[src/rtl/packet_check_if.sv]
// Receive-side beat stream from the packet generator or link: 64-bit data with sop/eop/en and eop byte-valid code.
// No ready signal; the source never stalls.
interface packet_check_if;
  logic [63:0] rx_data;
  logic        rx_data_en;
  logic        rx_data_sop;
  logic        rx_data_eop;
  logic [2:0]  rx_data_byte_vaild;

  modport master (
    output rx_data, rx_data_en, rx_data_sop, rx_data_eop, rx_data_byte_vaild
  );
  modport slave (
    input rx_data, rx_data_en, rx_data_sop, rx_data_eop, rx_data_byte_vaild
  );
endinterface

[src/rtl/packet_check.sv]
// Checks each beat against the generator format, keeps saturating good/bad counters and sticky error state.
// Verdict pulses and counters land one cycle after the deciding beat; no backpressure, en=0 cycles just hold.
module packet_check #(
  parameter int          CNT_W    = 32,
  parameter logic [63:0] MARK_PAT = 64'hFFFF_FFFF_FFFF_FFFF,
  parameter logic [63:0] TAIL_PAT = 64'hAAAA_AAAA_AAAA_AAAA,
  parameter int          LEN_MIN  = 100,
  parameter int          LEN_ADD  = 120,
  parameter int          LEN_MAX  = 253,
  parameter int          LEN_SUB  = 3
) (
  input  logic             sys_clk,
  input  logic             sys_rst_n,
  packet_check_if.slave    rx,
  input  logic             clr_stats,
  output logic             pkt_done,
  output logic             pkt_ok,
  output logic [CNT_W-1:0] pkt_cnt,
  output logic [CNT_W-1:0] err_cnt,
  output logic             err_flag,
  output logic [3:0]       last_err_code,
  output logic [7:0]       last_len,
  output logic [2:0]       last_byte_vaild
);

  typedef enum logic [1:0] {IDLE, BODY, DROP} state_t;

  localparam logic [3:0] E_NONE       = 4'd0;
  localparam logic [3:0] E_SOP_IN_PKT = 4'd1;
  localparam logic [3:0] E_EN_NO_SOP  = 4'd2;
  localparam logic [3:0] E_HDR_BAD    = 4'd3;
  localparam logic [3:0] E_MARK_BAD   = 4'd4;
  localparam logic [3:0] E_FILL_BAD   = 4'd5;
  localparam logic [3:0] E_TAIL_BAD   = 4'd6;
  localparam logic [3:0] E_EARLY_EOP  = 4'd7;
  localparam logic [3:0] E_LONG       = 4'd8;
  localparam logic [3:0] E_SOP_EOP    = 4'd9;

  localparam logic [CNT_W-1:0] CNT_ONE = CNT_W'(1);

  state_t      state, nxt_state, start_nxt, body_nxt;
  logic [7:0]  idx, nxt_idx;
  logic [7:0]  hdr_len, hdr_last;
  logic [3:0]  start_code, body_code, err_old, err_new;
  logic        good;
  logic [1:0]  n_err;
  logic [CNT_W:0] err_sum;

  assign hdr_len = rx.rx_data[7:0];

  always_comb begin
    hdr_last = hdr_len;
    if (hdr_len < 8'(LEN_MIN))
      hdr_last = hdr_len + 8'(LEN_ADD);
    else if (hdr_len > 8'(LEN_MAX))
      hdr_last = hdr_len - 8'(LEN_SUB);
  end

  // Verdict for a sop beat, identical from every state.
  always_comb begin
    start_code = E_NONE;
    start_nxt  = BODY;
    if (rx.rx_data_eop) begin
      start_code = E_SOP_EOP;
      start_nxt  = IDLE;
    end else if (rx.rx_data[63:8] != '0) begin
      start_code = E_HDR_BAD;
      start_nxt  = DROP;
    end
  end

  // Verdict for a non-sop beat in BODY; last_len doubles as the live expected last index.
  always_comb begin
    body_code = E_NONE;
    if (idx == last_len) begin
      if (!rx.rx_data_eop)
        body_code = E_LONG;
      else if (rx.rx_data != TAIL_PAT)
        body_code = E_TAIL_BAD;
    end else if (idx == 8'd1 && rx.rx_data != MARK_PAT) begin
      body_code = E_MARK_BAD;
    end else if (idx != 8'd1 && rx.rx_data != '0) begin
      body_code = E_FILL_BAD;
    end else if (rx.rx_data_eop) begin
      body_code = E_EARLY_EOP;
    end
    body_nxt = BODY;
    if (idx == last_len || body_code != E_NONE)
      body_nxt = rx.rx_data_eop ? IDLE : DROP;
  end

  always_ff @(posedge sys_clk or negedge sys_rst_n) begin
    if (!sys_rst_n) begin
      state <= IDLE;
      idx   <= 8'd0;
    end else begin
      state <= nxt_state;
      idx   <= nxt_idx;
    end
  end

  always_comb begin
    nxt_state = state;
    nxt_idx   = idx;
    if (rx.rx_data_en) begin
      if (rx.rx_data_sop) begin
        nxt_state = start_nxt;
        nxt_idx   = 8'd1;
      end else begin
        case (state)
          IDLE: nxt_state = rx.rx_data_eop ? IDLE : DROP;
          BODY: begin
            nxt_state = body_nxt;
            nxt_idx   = idx + 8'd1;
          end
          DROP: if (rx.rx_data_eop) nxt_state = IDLE;
          default: nxt_state = IDLE;
        endcase
      end
    end
  end

  // A sop inside BODY can close the old packet and fail the new one on the same beat.
  always_comb begin
    err_old = E_NONE;
    err_new = E_NONE;
    good    = 1'b0;
    if (rx.rx_data_en) begin
      if (rx.rx_data_sop) begin
        err_new = start_code;
        if (state == BODY) err_old = E_SOP_IN_PKT;
      end else if (state == IDLE) begin
        err_old = E_EN_NO_SOP;
      end else if (state == BODY) begin
        err_old = body_code;
        good    = (idx == last_len) && (body_code == E_NONE);
      end
    end
  end

  assign n_err   = {1'b0, err_old != E_NONE} + {1'b0, err_new != E_NONE};
  assign err_sum = {1'b0, err_cnt} + {{(CNT_W-1){1'b0}}, n_err};

  always_ff @(posedge sys_clk or negedge sys_rst_n) begin
    if (!sys_rst_n) begin
      pkt_done        <= 1'b0;
      pkt_ok          <= 1'b0;
      pkt_cnt         <= '0;
      err_cnt         <= '0;
      err_flag        <= 1'b0;
      last_err_code   <= 4'd0;
      last_len        <= 8'd0;
      last_byte_vaild <= 3'd0;
    end else begin
      pkt_done <= good || (n_err != 2'd0);
      pkt_ok   <= good;
      if (rx.rx_data_en && rx.rx_data_sop)
        last_len <= hdr_last;
      if (rx.rx_data_en && rx.rx_data_eop)
        last_byte_vaild <= rx.rx_data_byte_vaild;
      if (clr_stats) begin
        pkt_cnt       <= '0;
        err_cnt       <= '0;
        err_flag      <= 1'b0;
        last_err_code <= 4'd0;
      end else begin
        if (good && pkt_cnt != '1)
          pkt_cnt <= pkt_cnt + CNT_ONE;
        if (n_err != 2'd0) begin
          err_cnt       <= err_sum[CNT_W] ? '1 : err_sum[CNT_W-1:0];
          err_flag      <= 1'b1;
          last_err_code <= (err_new != E_NONE) ? err_new : err_old;
        end
      end
    end
  end

endmodule

[src/flat_wrapper.sv]
// flat-port wrapper written by rule: the top's interface ports become plain ports
module packet_check_flat 
#(
  parameter int          CNT_W    = 32,
  parameter logic [63:0] MARK_PAT = 64'hFFFF_FFFF_FFFF_FFFF,
  parameter logic [63:0] TAIL_PAT = 64'hAAAA_AAAA_AAAA_AAAA,
  parameter int          LEN_MIN  = 100,
  parameter int          LEN_ADD  = 120,
  parameter int          LEN_MAX  = 253,
  parameter int          LEN_SUB  = 3
)
  (sys_clk, sys_rst_n, clr_stats, pkt_done, pkt_ok, pkt_cnt, err_cnt, err_flag, last_err_code, last_len, last_byte_vaild, rx_rx_data, rx_rx_data_en, rx_rx_data_sop, rx_rx_data_eop, rx_rx_data_byte_vaild);
  packet_check_if rx_i ();
  input  logic sys_clk;
  input  logic sys_rst_n;
  input  logic clr_stats;
  output logic pkt_done;
  output logic pkt_ok;
  output logic [CNT_W-1:0] pkt_cnt;
  output logic [CNT_W-1:0] err_cnt;
  output logic err_flag;
  output logic [3:0] last_err_code;
  output logic [7:0] last_len;
  output logic [2:0] last_byte_vaild;
  input wire logic [$bits(rx_i.rx_data)-1:0] rx_rx_data;
  input wire logic [$bits(rx_i.rx_data_en)-1:0] rx_rx_data_en;
  input wire logic [$bits(rx_i.rx_data_sop)-1:0] rx_rx_data_sop;
  input wire logic [$bits(rx_i.rx_data_eop)-1:0] rx_rx_data_eop;
  input wire logic [$bits(rx_i.rx_data_byte_vaild)-1:0] rx_rx_data_byte_vaild;
  assign rx_i.rx_data = rx_rx_data;
  assign rx_i.rx_data_en = rx_rx_data_en;
  assign rx_i.rx_data_sop = rx_rx_data_sop;
  assign rx_i.rx_data_eop = rx_rx_data_eop;
  assign rx_i.rx_data_byte_vaild = rx_rx_data_byte_vaild;
  packet_check #(.CNT_W(CNT_W), .MARK_PAT(MARK_PAT), .TAIL_PAT(TAIL_PAT), .LEN_MIN(LEN_MIN), .LEN_ADD(LEN_ADD), .LEN_MAX(LEN_MAX), .LEN_SUB(LEN_SUB)) u_core (.sys_clk(sys_clk), .sys_rst_n(sys_rst_n), .rx(rx_i), .clr_stats(clr_stats), .pkt_done(pkt_done), .pkt_ok(pkt_ok), .pkt_cnt(pkt_cnt), .err_cnt(err_cnt), .err_flag(err_flag), .last_err_code(last_err_code), .last_len(last_len), .last_byte_vaild(last_byte_vaild));
endmodule
[config.mk]
export PLATFORM = sky130hd
export DESIGN_NAME = packet_check_flat
export DESIGN_NICKNAME = d
export VERILOG_FILES = /design/src/rtl/packet_check_if.sv /design/src/rtl/packet_check.sv /design/src/flat_wrapper.sv
export SDC_FILE = /design/constraint.sdc
export NUM_CORES = 1
export LEC_CHECK = 0
export CAP_MARGIN = 20
export CELL_PAD_IN_SITES_DETAIL_PLACEMENT = 1
export CELL_PAD_IN_SITES_GLOBAL_PLACEMENT = 1
export CORE_MARGIN = 1.5
export CORE_UTILIZATION = 39
export DETAILED_ROUTE_END_ITERATION = 10
export GPL_ROUTABILITY_DRIVEN = 0
export PLACE_DENSITY = 0.95
export SETUP_SLACK_MARGIN = 0.02
export SLEW_MARGIN = 10
export SYNTH_ARGS = -nofsm -noshare
export SYNTH_HDL_FRONTEND = slang
export SYNTH_SLANG_ARGS = --single-unit
export TNS_END_PERCENT = 1
[constraint.sdc]
create_clock -name sys_clk -period 7.4 [get_ports sys_clk]
set_clock_uncertainty 0.15 [all_clocks]
set_input_delay 1.11 -clock sys_clk [delete_from_list [all_inputs] [get_ports sys_clk]]
set_output_delay 1.11 -clock sys_clk [all_outputs]
set_load 0.05 [all_outputs]
### Word level (Yosys, flattened, before mapping)

Cells that the tools add are included.

* bits in registers: 92
* logic and storage cells: 88
* bits of input ports: 73

* equality and inequality tests: 9
* mux-type cells: 40
* magnitude comparators: 2
* reductions and logical operators: 21
* $add $sub $neg: 6

Operator list (count)
* 2-to-1 mux 32 bit: 5
* inequality test 64 bit (second input constant): 2
* nonzero test 64 bit: 1
* 2-to-1 mux 4 bit: 14
* nonzero test 56 bit: 1
* adder 32 x 2 -> 33 bit: 1
* adder 32 x 1 -> 32 bit (second input constant): 1
* 2-to-1 mux 8 bit: 4
* inequality test 32 bit (second input constant): 1
* 2-to-1 mux 2 bit: 7
* nonzero test 4 bit: 3
* adder 8 x 1 -> 8 bit (second input constant): 1
* adder 8 x 7 -> 8 bit (second input constant): 1
* == test 8 x 1 -> 1 bit (second input constant): 1
* == test 8 bit: 1
* greater-than comparator 8 bit (second input constant): 1
* < comparator 8 x 7 -> 1 bit (second input constant): 1
* inequality test 8 x 1 -> 1 bit (second input constant): 1
* nonzero test 2 bit: 4
* subtractor 8 x 2 -> 8 bit (second input constant): 1
* 2-to-1 mux 1 bit: 7
* logical AND 1 bit: 6
* 2-to-1 mux 3 bit: 2
* case mux 2 bit (3 select lines): 1
* other kinds (8): 10

### Depth between registers and ports, before layout

* depth in word-level cells: 15
* depth in mapped cells: 19
* depth with buffers taken out: 18

### Worst setup path after synthesis

No wires, ideal clock.

* kind: input to register
* start: input port rx_rx_data[30]
* end: register u_core.err_cnt[15]
* path buffers: 2
* slack: 1.973 ns
* required time: 7.156 ns
* arrival time: 5.184 ns
* cell stages on the path: 18
* setup time: 0.094 ns
* path through: nor4_1 -> nand4_1 -> or4_1 -> buf_2 -> or3_1 -> a31o_1 -> a21oi_1 -> ha_1 -> ha_1 -> inv_1 -> fa_1 -> nand3b_1 -> nor4_2 -> nand4_1 -> clkbuf_1 -> a21oi_1 -> nor2_1 -> a211oi_1

* longest elaborated chain between the ends: 15
* elaborated cells on any way between the ends: 28
* those cells by class: add/sub: 2; eq/ne: 2; mux: 16; reduce/logical: 8

RTL lines
* start, declared: line flat_wrapper.sv:25 `input wire logic [$bits(rx_i.rx_data)-1:0] rx_rx_data;`
* nonzero test 64 bit: line packet_check.sv:82 `end else if (idx != 8'd1 && rx.rx_data != '0) begin`
* logical AND 1 bit: line packet_check.sv:82
* 2-to-1 mux 4 bit: line packet_check.sv:82
* 2-to-1 mux 4 bit: line packet_check.sv:80 `end else if (idx == 8'd1 && rx.rx_data != MARK_PAT) begin`
* 2-to-1 mux 4 bit: line packet_check.sv:75 `if (idx == last_len) begin`
* 2-to-1 mux 4 bit: line packet_check.sv:134 `end else if (state == BODY) begin`
* 2-to-1 mux 4 bit: line packet_check.sv:132 `end else if (state == IDLE) begin`
* 2-to-1 mux 4 bit: line packet_check.sv:129 `if (rx.rx_data_sop) begin`
* 2-to-1 mux 4 bit: line packet_check.sv:128 `if (rx.rx_data_en) begin`
* nonzero test 4 bit: line packet_check.sv:141 `assign n_err = {1'b0, err_old != E_NONE} + {1'b0, err_new != E_NONE};`
* adder 1 x 1 -> 2 bit *: line packet_check.sv:141
* adder 32 x 2 -> 33 bit: line packet_check.sv:142 `assign err_sum = {1'b0, err_cnt} + {{(CNT_W-1){1'b0}}, n_err};`
* 2-to-1 mux 32 bit: line packet_check.sv:170 `err_cnt <= err_sum[CNT_W] ? '1 : err_sum[CNT_W-1:0];`
* 2-to-1 mux 32 bit: line packet_check.sv:169 `if (n_err != 2'd0) begin`
* 2-to-1 mux 32 bit: line packet_check.sv:161 `if (clr_stats) begin`
* end signal, assigned: line packet_check.sv:170
* end, declared: line packet_check.sv:19 `output logic [CNT_W-1:0] err_cnt,`

Every way passes the cells marked *; elsewhere a longest branch is shown, timed or not. The select of a mux whose other input is x is not followed.
A chain may end at the register's enable or synchronous reset.

### Final worst setup path

* start: input port rx_rx_data[14]
* end: register u_core.err_cnt[3]

Same word-level chain as after synthesis.

==> metrics.csv <==
metric;value;unit
status;finished clean;
worst_slack;1.04;ns
p_leak;2.84;nW
setup_violations;0;
drive_gt1_frac;0.0492;
clk_latency;0.35;ns
hold_path_class;reg2reg;
slew_headroom;0.400;
initial_core_util;0.404;
max_freq;157;MHz
ys_warn_count;0;
cts_tree;done;
io_buffers;154;
cts_buffers;9;
grt_usage;0.256;
ir_drop;0.120;mV
io-pin-count;155;
reg2reg_slack;1.75;ns
synth_seq_cells;92;
crit_fanout;21;
cts_hold_buf;0;
end_kind;flip-flop;
cts_setup_buffers;0;
synthesis.nets;738;
cts_max_path_buffers;2;
final-hold-violation-count;0;
start_kind;input port;
cts_root_buffer;clkbuf_16;
cap_violations;0;
die_area;15200;um2
worst_slew_pin_slew;0.897;ns
routed_wl;19200;um
yosysTopAreaCellShare;0.407;
ys_top_cells_by_area;dfrtp_1 (41%), nand4_1 (5.0%), a21oi_1 (4.7%);
grt-ovfl-total;0;
die_h;123;um
dpl_worst_slack;0.769;ns
synth_cell_type_count;63;
synth_area;5650;um2
final_common_cell;clkdlybuf4s50_1;
timing.final.crit_share;0.860;
clock-sinks;92;
core;14000;um2
syn_avg_cell_area;8.70;um2
via_count;5891;
fin_tns_setup;0;ns
post_cts_resize_count;0;
area_growth;34.2;%
slew_violations;0;
synth-edff-count;0;
first_iter_violations;351;
ys.flop_type;dfrtp_1;
drc;0;
final_cell_mix;clkdlybuf4s50_1 (152), dfrtp_1 (92), a21oi_1 (53);
wl_per_cell;19.7;um
clk_pin_slew_worst_paths;0.07;ns
power_density;152;nW/um2
nNetsFinal;876;
die_w;123;um
nFillCells;1606;
yosysSeqAreaShare;0.407;
synthArstFlopShare;1.00;
dpl.hpwl;14000;um
syn_inst;650;
vias_per_cell;6.05;
antenna_found_initial;0;
detail-route-antenna-nets;0;
synth_top_area_cell;dfrtp_1;
grt_max_degree;88;
cp.required;7.48;ns
min_period;6.36;ns
rsz0062_at_grt;false;
h-tree-depth;3;
path_class;in2reg;
cp.arrival;6.44;ns
rows;43;
antenna_cells;0;
grt_pass1_wl;30800;um
dr.pass1.iters;4;
grt_pass1_vias;6208;
flip-flops by register name, summed over array words and instances, names as in the netlist:
register / count
u_core.err_cnt: 32
u_core.pkt_cnt: 32
u_core.idx: 8
u_core.last_len: 8
u_core.last_err_code: 4
u_core.last_byte_vaild: 3
u_core.state: 2
u_core.err_flag: 1
u_core.pkt_done: 1
u_core.pkt_ok: 1
metal layers:
metal	GRT usage	vias to the layer above	part of all wire
met5	0	-	0
met4	0.0884	0	0.023
met3	0.0420	33	0.041
met2	0.467	164	0.53
met1	0.304	2961	0.41
li1	-	2733	-
synth_stat cells (all sizes together) (8+ instances only):
master and count:
or3 23, nand4 45, nand3 24, a221oi 11, inv 34, nor2 42
nand2 47, nor3 24, xor2 8, clkbuf 22, and3 15, xnor2 12
buf 12, o31ai 10, or4 10, dfrtp 92, a21oi 53, nor4 25
o21ai 40, ha 14
worst max-delay path, cell delays in order:
cell	delay, ns
clkdlybuf4s50_1	0.43
nor4_1	0.36
nand4_1	0.19
or4_1	0.68
or3_1	0.41
a31o_1	0.24
a21oi_1	0.16
ha_1	0.16
ha_1	0.17
inv_1	0.07
fa_1	0.41
nand3b_1	0.32
nor4_2	0.57
nand4_1	0.34
buf_4	0.32
o21ai_0	0.10
a21oi_1	0.09
a211oi_1	0.28
report_power, final:
part | total (W) | switching [W] | internal (W)
Sequential | 0.000528 | 0.0000128 | 0.000515
Combinational | 0.000192 | 0.000116 | 0.0000763
Clock | 0.000432 | 0.000204 | 0.000228
area by class of cell:
class / instances / area, um2 / area share
Clock buffer: 10 / 229 / 0.0302
Clock inverter: 6 / 40.0 / 0.00528
Inverter: 34 / 128 / 0.0168
Multi-Input combinational cell: 490 / 3070 / 0.405
Sequential cell: 92 / 2300 / 0.303
Tap cell: 180 / 225 / 0.0297
Timing Repair Buffer: 161 / 1590 / 0.210
per-stage QoR:
step / power (W) / utilization / hold slack (ns) / std cells / instance area, um2
2_1_floorplan: 0.000627 / - / 0.395 / 650 / 5650
3_3_place_gp: 0.000721 / 0.522 / 0.320 / 956 / 7300
3_5_place_dp: 0.000729 / 0.522 / 0.339 / 956 / 7300
4_1_cts: 0.00116 / 0.541 / 0.351 / 972 / 7570
5_1_grt: 0.00119 / 0.542 / 0.377 / 973 / 7590
6_report: 0.00115 / 0.542 / 0.343 / 973 / 7590
cells by family after synthesis:
logic type	count (synthesis)	share of synthesized area
DFF	92	0.407
adders and majority gates	15	0.0345
xor gates and xnor gates	20	0.0310
AOI/OAI and AO/OA	166	0.189
muxes	8	0.0157
buffers and inverters	68	0.0498
and+or+nand+nor	281	0.273
worst paths after layout:
path,from,endpoint,cells after the start
max reg2reg,u_core.idx[1],u_core.err_cnt[3],18
max,rx_rx_data[14],u_core.err_cnt[3],18
min reg2reg,u_core.err_flag,u_core.err_flag,1
min in group asynchronous,sys_rst_n,u_core.pkt_cnt[19],1
max in group asynchronous,sys_rst_n,u_core.pkt_cnt[30],2
min,u_core.err_flag,u_core.err_flag,1
(Power assumes the default switching activity.)
